### config.mk
export PLATFORM = sky130hd
export DESIGN_NAME = stream_demux_n
export DESIGN_NICKNAME = d
export VERILOG_FILES = /design/src/rtl/stream_demux_n.sv
export SDC_FILE = /design/constraint.sdc
export NUM_CORES = 1
export LEC_CHECK = 0
export ABC_AREA = 1
export BUFFER_PORTS_ARGS = -buffer_cell sky130_fd_sc_hd__buf_2
export CAP_MARGIN = 5
export CORE_AREA = 2 2 148 136
export DETAILED_ROUTE_END_ITERATION = 10
export DIE_AREA = 0 0 150 138
export PLACE_DENSITY = 0.86
export SETUP_SLACK_MARGIN = 0.15
export SKIP_LAST_GASP = 1
export SYNTH_ARGS = -nofsm -noshare
export SYNTH_HDL_FRONTEND = slang
export SYNTH_SLANG_ARGS = --single-unit
### constraint.sdc
create_clock -name clk -period 3.6 [get_ports clk]
set_clock_uncertainty 0.15 [all_clocks]
set_input_delay 0 -clock clk [delete_from_list [all_inputs] [get_ports clk]]
set_output_delay 0 -clock clk [all_outputs]
set_load 0.05 [all_outputs]
### src/rtl/stream_demux_n.sv
// Registered 1-to-NUM_OUT stream demultiplexer with valid/ready on every port.
// Routes by sel, broadcasts to all lanes, or round-robins over an internal pointer.
module stream_demux_n #(
    parameter int DATA_WIDTH = 12,
    parameter int NUM_OUT    = 16,
    localparam int SEL_WIDTH = $clog2(NUM_OUT)
) (
    input  logic                          clk,
    input  logic                          rst_n,
    input  logic                          clear,
    input  logic [1:0]                    mode,
    input  logic [SEL_WIDTH-1:0]          sel,
    input  logic [DATA_WIDTH-1:0]         in_data,
    input  logic                          in_valid,
    output logic                          in_ready,
    output logic [NUM_OUT*DATA_WIDTH-1:0] out_data,
    output logic [NUM_OUT-1:0]            out_valid,
    input  logic [NUM_OUT-1:0]            out_ready,
    output logic [SEL_WIDTH-1:0]          rr_ptr,
    output logic                          err_drop
);

    localparam logic [1:0] MODE_ADDR  = 2'b00;
    localparam logic [1:0] MODE_BCAST = 2'b01;
    localparam logic [1:0] MODE_RR    = 2'b10;

    logic [DATA_WIDTH-1:0] lane_data_p1 [NUM_OUT];
    logic [NUM_OUT-1:0]    lane_vld_p1;
    logic [SEL_WIDTH-1:0]  rr_ptr_p1;
    logic                  err_drop_p1;

    logic [NUM_OUT-1:0] lane_free;
    logic [NUM_OUT-1:0] lane_wr;
    logic               sel_oor;
    logic               free_at_sel;
    logic               free_at_rr;
    logic               in_ready_c;
    logic               accept;

    // A lane can take a new word if it is empty or being drained this cycle.
    assign lane_free = ~lane_vld_p1 | out_ready;
    assign sel_oor   = ({1'b0, sel} >= (SEL_WIDTH + 1)'(NUM_OUT));

    always_comb begin
        free_at_sel = 1'b0;
        free_at_rr  = 1'b0;
        for (int i = 0; i < NUM_OUT; i++) begin
            if (sel == SEL_WIDTH'(i))
                free_at_sel = lane_free[i];
            if (rr_ptr_p1 == SEL_WIDTH'(i))
                free_at_rr = lane_free[i];
        end
    end

    always_comb begin
        in_ready_c = 1'b0;
        if (!clear) begin
            case (mode)
                MODE_ADDR:  in_ready_c = sel_oor | free_at_sel;
                MODE_BCAST: in_ready_c = &lane_free;
                MODE_RR:    in_ready_c = free_at_rr;
                default:    in_ready_c = 1'b0;
            endcase
        end
    end

    assign accept = in_valid & in_ready_c;

    always_comb begin
        lane_wr = '0;
        for (int i = 0; i < NUM_OUT; i++) begin
            lane_wr[i] = accept &&
                         ((mode == MODE_ADDR && !sel_oor && sel == SEL_WIDTH'(i)) ||
                          (mode == MODE_BCAST) ||
                          (mode == MODE_RR && rr_ptr_p1 == SEL_WIDTH'(i)));
        end
    end

    // Stage p1: per-lane holding registers; an empty lane always shows zero data.
    always_ff @(posedge clk or negedge rst_n) begin
        if (!rst_n) begin
            lane_vld_p1 <= '0;
            for (int i = 0; i < NUM_OUT; i++)
                lane_data_p1[i] <= '0;
        end else if (clear) begin
            lane_vld_p1 <= '0;
            for (int i = 0; i < NUM_OUT; i++)
                lane_data_p1[i] <= '0;
        end else begin
            for (int i = 0; i < NUM_OUT; i++) begin
                if (lane_wr[i]) begin
                    lane_data_p1[i] <= in_data;
                    lane_vld_p1[i]  <= 1'b1;
                end else if (lane_vld_p1[i] && out_ready[i]) begin
                    lane_data_p1[i] <= '0;
                    lane_vld_p1[i]  <= 1'b0;
                end
            end
        end
    end

    always_ff @(posedge clk or negedge rst_n) begin
        if (!rst_n) begin
            rr_ptr_p1 <= '0;
        end else if (clear) begin
            rr_ptr_p1 <= '0;
        end else if (accept && mode == MODE_RR) begin
            if (rr_ptr_p1 == SEL_WIDTH'(NUM_OUT - 1))
                rr_ptr_p1 <= '0;
            else
                rr_ptr_p1 <= rr_ptr_p1 + 1'b1;
        end
    end

    // clear forces in_ready low, so no drop can be flagged on the cycle after it.
    always_ff @(posedge clk or negedge rst_n) begin
        if (!rst_n)
            err_drop_p1 <= 1'b0;
        else
            err_drop_p1 <= accept && (mode == MODE_ADDR) && sel_oor;
    end

    for (genvar g = 0; g < NUM_OUT; g++) begin : g_lane
        assign out_data[g*DATA_WIDTH +: DATA_WIDTH] = lane_data_p1[g];
    end

    assign out_valid = lane_vld_p1;
    assign in_ready  = in_ready_c;
    assign rr_ptr    = rr_ptr_p1;
    assign err_drop  = err_drop_p1;

endmodule

# Yosys cells after proc, flatten, opt, wreduce, memory -nomap -nowiden
# Index checks and enable logic that the tools add are counted.
[word_totals]
inputBits = 38
elab_cells = 290
regBits = 212
[classes]
bitwise_logic = 3
mux = 103
eq_ne = 32
n_addsub = 1
reduce_logical = 118
[ops]
columns = ["operator", "count"]
rows = [
  ["12-bit 2-to-1 mux", 32],
  ["192-bit 2-to-1 mux", 1],
  ["1-bit logical AND", 65],
  ["1-bit 2-to-1 mux", 65],
  ["4-bit == test (second input constant)", 16],
  ["3-bit nonzero test", 16],
  ["4-bit by 3-bit == test with 1-bit output (second input constant)", 8],
  ["1-bit logical OR", 32],
  ["4-bit by 2-bit == test with 1-bit output (second input constant)", 4],
  ["16-bit 2-to-1 mux", 1],
  ["16-bit inverter", 1],
  ["16-bit OR", 1],
  ["16-bit AND reduction", 1],
  ["4-bit 2-to-1 mux", 3],
  ["4-bit by 1-bit == test with 1-bit output (second input constant)", 2],
  ["4-bit zero test", 2],
  ["4-bit by 1-bit adder with 4-bit output (second input constant)", 1],
  ["1-bit case mux with 3 select lines", 1],
  ["2-bit by 1-bit == test with 1-bit output (second input constant)", 1],
  ["2-bit == test (second input constant)", 1],
  ["2-bit zero test", 1],
  ["2-bit nonzero test", 1],
  ["1-bit AND", 1],
]

# Longest topological paths before layout
[depth]
word_depth = 24
mapped_depth = 27
mapped_depth_nobuf = 26

# Worst setup path after synthesis
# OpenSTA, ideal clock, no wires.
[synth_timing]
path_kind = "flip-flop to flip-flop"
start = "register rr_ptr_p1[0], in the netlist rr_ptr[0]"
end = "register lane_data_p1, in the netlist out_data[168]"
t_required_ns = 3.380
period_less_slack_ns = 3.209
t_arrival_ns = 2.989
path_slack_ns = 0.391
path_stages_with_launch = 25
cell_sequence = "dfrtp_1 inv_1 ha_1 nand2_1 nor2_1 nor2_1 nand2_1 nand2_1 nand2_1 nand2_1 nand2_1 nand2_1 nand2_1 nand2_1 nand2_1 nand2_1 nand2_1 nand3_1 nand2_1 nand2_1 nand2_2 a21oi_4 buf_1 nand4_1 nand2_1"
[synth_between]
elab_chain_cells = 23
[synth_rtl]
columns = ["element", "line", "text"]
rows = [
  ["start, declared", "29", "logic [SEL_WIDTH-1:0] rr_ptr_p1;"],
  ["start signal, assigned", "111", "rr_ptr_p1 <= rr_ptr_p1 + 1'b1;"],
  ["4-bit zero test", "50", "if (rr_ptr_p1 == SEL_WIDTH'(i))"],
  ["1-bit 2-to-1 mux (15 in a row)", "50", ""],
  ["1-bit 2-to-1 mux *", "50", ""],
  ["1-bit case mux with 3 select lines *", "58", "case (mode)"],
  ["1-bit 2-to-1 mux *", "57", "if (!clear) begin"],
  ["via in_ready", "15", "output logic in_ready,"],
  ["1-bit AND *", "67", "assign accept = in_valid & in_ready_c;"],
  ["1-bit logical AND *", "72", "lane_wr[i] = accept &&"],
  ["12-bit 2-to-1 mux", "91", "if (lane_wr[i]) begin"],
  ["192-bit 2-to-1 mux", "85", "end else if (clear) begin"],
  ["end signal, assigned by index", "92", "lane_data_p1[i] <= in_data;"],
  ["end, declared", "27", "logic [DATA_WIDTH-1:0] lane_data_p1 [NUM_OUT];"],
]
# The timed path passes the listed nets; every way through them passes the cells marked *.
# A chain may end at the register's enable or synchronous reset.

# Final worst setup path
[layout_timing]
start = "register lane_vld_p1[3], in the netlist out_valid[3]"
end = "output in_ready"
[layout_between]
elab_chain_cells = 17
[layout_rtl]
columns = ["element", "line", "text"]
rows = [
  ["start, declared", "28", "logic [NUM_OUT-1:0] lane_vld_p1;"],
  ["start signal, assigned", "82", "lane_vld_p1 <= '0;"],
  ["start signal, assigned", "86", "lane_vld_p1 <= '0;"],
  ["start signal, assigned by index", "93", "lane_vld_p1[i] <= 1'b1;"],
  ["16-bit inverter *", "41", "assign lane_free = ~lane_vld_p1 | out_ready;"],
  ["16-bit OR *", "41", ""],
  ["1-bit 2-to-1 mux, on equally long branches (13 in a row)", "50, 48", ""],
  ["1-bit case mux with 3 select lines *", "58", ""],
  ["1-bit 2-to-1 mux *", "57", ""],
  ["end, declared", "15", ""],
]
# Mark *: on every way between the ends. The rest lies on a longest branch, timed or not.

==> flow_summary.json <==
{
  "tns_ns": 0,
  "ios": 252,
  "rsz0062_at_grt": "true",
  "intPower_mw": 4.05,
  "drtPass1Iterations": 5,
  "worstMarginPinSlew_ns": 1.16,
  "netlist_instances": 1210,
  "synth_cell_type_count": 32,
  "grt_start_max_net_pins": 112,
  "nNetsFinal": 1475,
  "slowest_delay_ns": 0.39,
  "critical_path.cell_chain": "inv_1 -> nor2_1 -> inv_1 -> nand2_1 -> nand4_1 -> nor2_1 -> nand3_1 -> a21oi_1 -> nand4_1 -> nor2_1 -> nand4_1 -> a21oi_2 -> a21oi_4 -> buf_12 -> buf_12 -> buf_12",
  "synth.area.top_cells": "dfrtp_1 52%, nand4_1 13%, nand3_1 10%",
  "numCtsBuffers": 23,
  "synth.largest_area_cell": "dfrtp_1",
  "multi_input_area_um2": 4100,
  "grtUsageTotal_pct": 32.6,
  "antennaDiodeCount": 0,
  "maxSlewViolCount": 0,
  "die-area_um2": 20700,
  "syn_to_final_growth_pct": 24.9,
  "hold_class": "in -> async",
  "whs_ns": -0.0225,
  "final_area_um2": 12700,
  "antenna_found_initial": 0,
  "max_freq_mhz": 305,
  "crit_type": "reg -> out",
  "dpl_cell_area_um2": 11300,
  "slowest_stage": "dfrtp_1",
  "arrival_ns": 3.12,
  "dp_slack_ns": 0.177,
  "cts_tree": "yes",
  "rows": 49,
  "yosysSeqAreaShare_pct": 52.0,
  "globalplace.congestion": 0.931,
  "cp-start-kind": "flop",
  "finalCoreUtilization_pct": 65.7,
  "grt.overflow.total": 0,
  "setup_violations": 0,
  "violations": "hold timing",
  "vdd.ir_drop.worst_v": 0.000320,
  "final_layout_size_suffix_gt1_share_pct": 23.7,
  "drc": 0,
  "outcome": "finished, violations left",
  "p_per_area_nw_per_um2": 466,
  "wl_um": 36400,
  "ys_ff_latch": 212,
  "post_synth.cell_area_avg_um2": 8.43,
  "dieWidth_um": 150,
  "io_buffers": 250,
  "wire_per_inst_um": 21.4,
  "worst-path-max-fanout": 24,
  "first_iter_violations": 1246,
  "vias_per_cell": 6.24,
  "synth_nets": 1252,
  "path_clk_slew_ns": 0.06,
  "slew_headroom_pct": 22.8,
  "fillCellCount": 1602,
  "clockBufferDepth": 3,
  "root_buffer": "clkbuf_16",
  "p_switching_mw": 1.89,
  "grt_pass1_vias": 9491,
  "vias": 10604,
  "p_leak_nw": 7.23,
  "die_h_um": 138,
  "setup_ws_ns": 0.327,
  "cts_sinks": 212,
  "drv_cap": 0,
  "final_antenna_net_count": 0,
  "htree_levels": 1,
  "hold_viol_final": 10,
  "cp.required_ns": 3.45,
  "clock_latency_ns": 0.51,
  "hpwl_um": 21600,
  "start_util_pct": 52.6,
  "grt_pass1_wl_um": 53700,
  "pwr-share-seq_pct": 42.5,
  "fin_crit_sh_pct": 90.9,
  "synth_top_area_share_pct": 52.0,
  "clock_power_share_pct": 37.9,
  "yosysWarnings": 0,
  "seq_area_um2": 5310,
  "comb_power_share_pct": 19.6,
  "p_sw_share_pct": 31.9,
  "syn_area_um2": 10200,
  "cp-end-kind": "output port",
  "core_um2": 19400,
  "period_minus_slack_ns": 3.27
}
-- cell type report --
cell class,instances,area share (%)
repair buffers,324,16.4
flip-flops and latches,212,41.7
multi-input cells,813,32.2
inverters,59,1.74
well taps,255,2.51
clock buffers,32,5.02
clock inverters,5,0.393
-- cells in the final DEF, fill, tap and decap left out, types with 6 or more instances in the layout --
cell,count
dfrtp_1,210
nor3_1,6
nand4_1,204
buf_4,28
o21ai_0,19
clkbuf_16,29
nand4_2,10
buf_12,6
nand3_1,211
dlygate4sd3_1,34
a21oi_1,27
nand2_1,261
buf_2,247
inv_1,58
nor2_1,49
clkbuf_1,6
-- flip-flops by register name (all words and copies together), names as in the netlist --
signal	count
rr_ptr	4
out_data	192
out_valid	16
-- power by group through the flow --
| stage | Clock (mW) | Sequential [mW] | Combinational [mW] |
|---|---|---|---|
| 3_3_place_gp | 0 | 2.56 | 0.995 |
| 4_1_cts | 2.26 | 2.52 | 1.04 |
| 6_report | 2.25 | 2.53 | 1.17 |
| 3_5_place_dp | 0 | 2.56 | 1.01 |
| 2_1_floorplan | 0 | 2.86 | 0.419 |
| 5_1_grt | 2.36 | 2.53 | 1.23 |
-- synthesized netlist by cell type --
cell type	count
dfrtp_1	212
a21oi_4	1
buf_4	21
a31oi_1	1
buf_6	1
nor2_2	3
inv_1	58
o211ai_1	2
buf_2	15
nand2_2	3
xor2_1	1
nor2_1	49
conb_1	1
o21ai_0	19
nand4_2	10
xnor2_1	1
a21oi_1	27
a211oi_1	1
clkbuf_1	69
nand3_1	211
ha_1	4
nand2_1	261
buf_1	20
nand4_1	204
a21oi_2	1
o22ai_1	3
o21ai_1	1
o21a_1	1
inv_2	1
nor3_1	6
nor4_1	1
o311ai_0	1
-- metal layers --
layer,GRT usage [%],vias up,wire length [µm]
met5,0,-,0
met4,12.1,0,1540
met3,6.44,136,4100
met2,48.7,695,16400
met1,47.4,5120,14400
li1,-,4653,-
-- logic make-up (layout without fill, tap and decap cells) --
family | after synthesis | in the layout | synth area share, %
flip-flops | 212 | 212 | 52.0
XOR/XNOR | 2 | 2 | 0.172
buffers and inverters | 185 | 420 | 7.84
adder cells (fa/ha/maj) | 4 | 4 | 0.491
AND/OR/NAND/NOR | 748 | 748 | 36.2
other | 1 | 1 | 0.0368
AO/OA/AOI/OAI | 58 | 58 | 3.18
-- worst paths after layout --
kind	start	endpoint	slack, ns	cells after the start
setup / recovery	out_valid[3]	in_ready	0.33	16
hold / removal	rst_n	out_data[92]	-0.02	2
setup reg to reg	rr_ptr[1]	out_data[75]	0.37	22
hold reg to reg	out_data[90]	out_data[90]	0.34	2
max in group asynchronous	rst_n	out_data[16]	2.34	3
min in group clk	sel[0]	out_data[28]	0.07	7
-- per-stage QoR --
step / power [mW] / cells
6_report: 5.94 / 1700
5_1_grt: 6.12 / 1700
4_1_cts: 5.83 / 1675
3_5_place_dp: 3.57 / 1602
3_3_place_gp: 3.56 / 1602
2_1_floorplan: 3.28 / 1210
-- what timing repair did --
action | 4_1_cts | 5_1_grt
setup endpoints to repair | 2 | 196
buffers inserted | 1 | 20
endpoints found under the hold margin | 311 | 0
hold buffers | 35 | 0
pin swaps | 1 | 7
gates resized for setup | 1 | 12
cloned | 0 | 6
-- worst max-delay path: cells and delay by family, from the launching register on --
kind	cells	cell delay (ns)
DFF	1	0.39
and+or+nand+nor	8	0.95
AOI/OAI and AO/OA	3	0.61
buffers and inverters	5	0.63
Note: power is estimated with default switching activity, not from simulation.
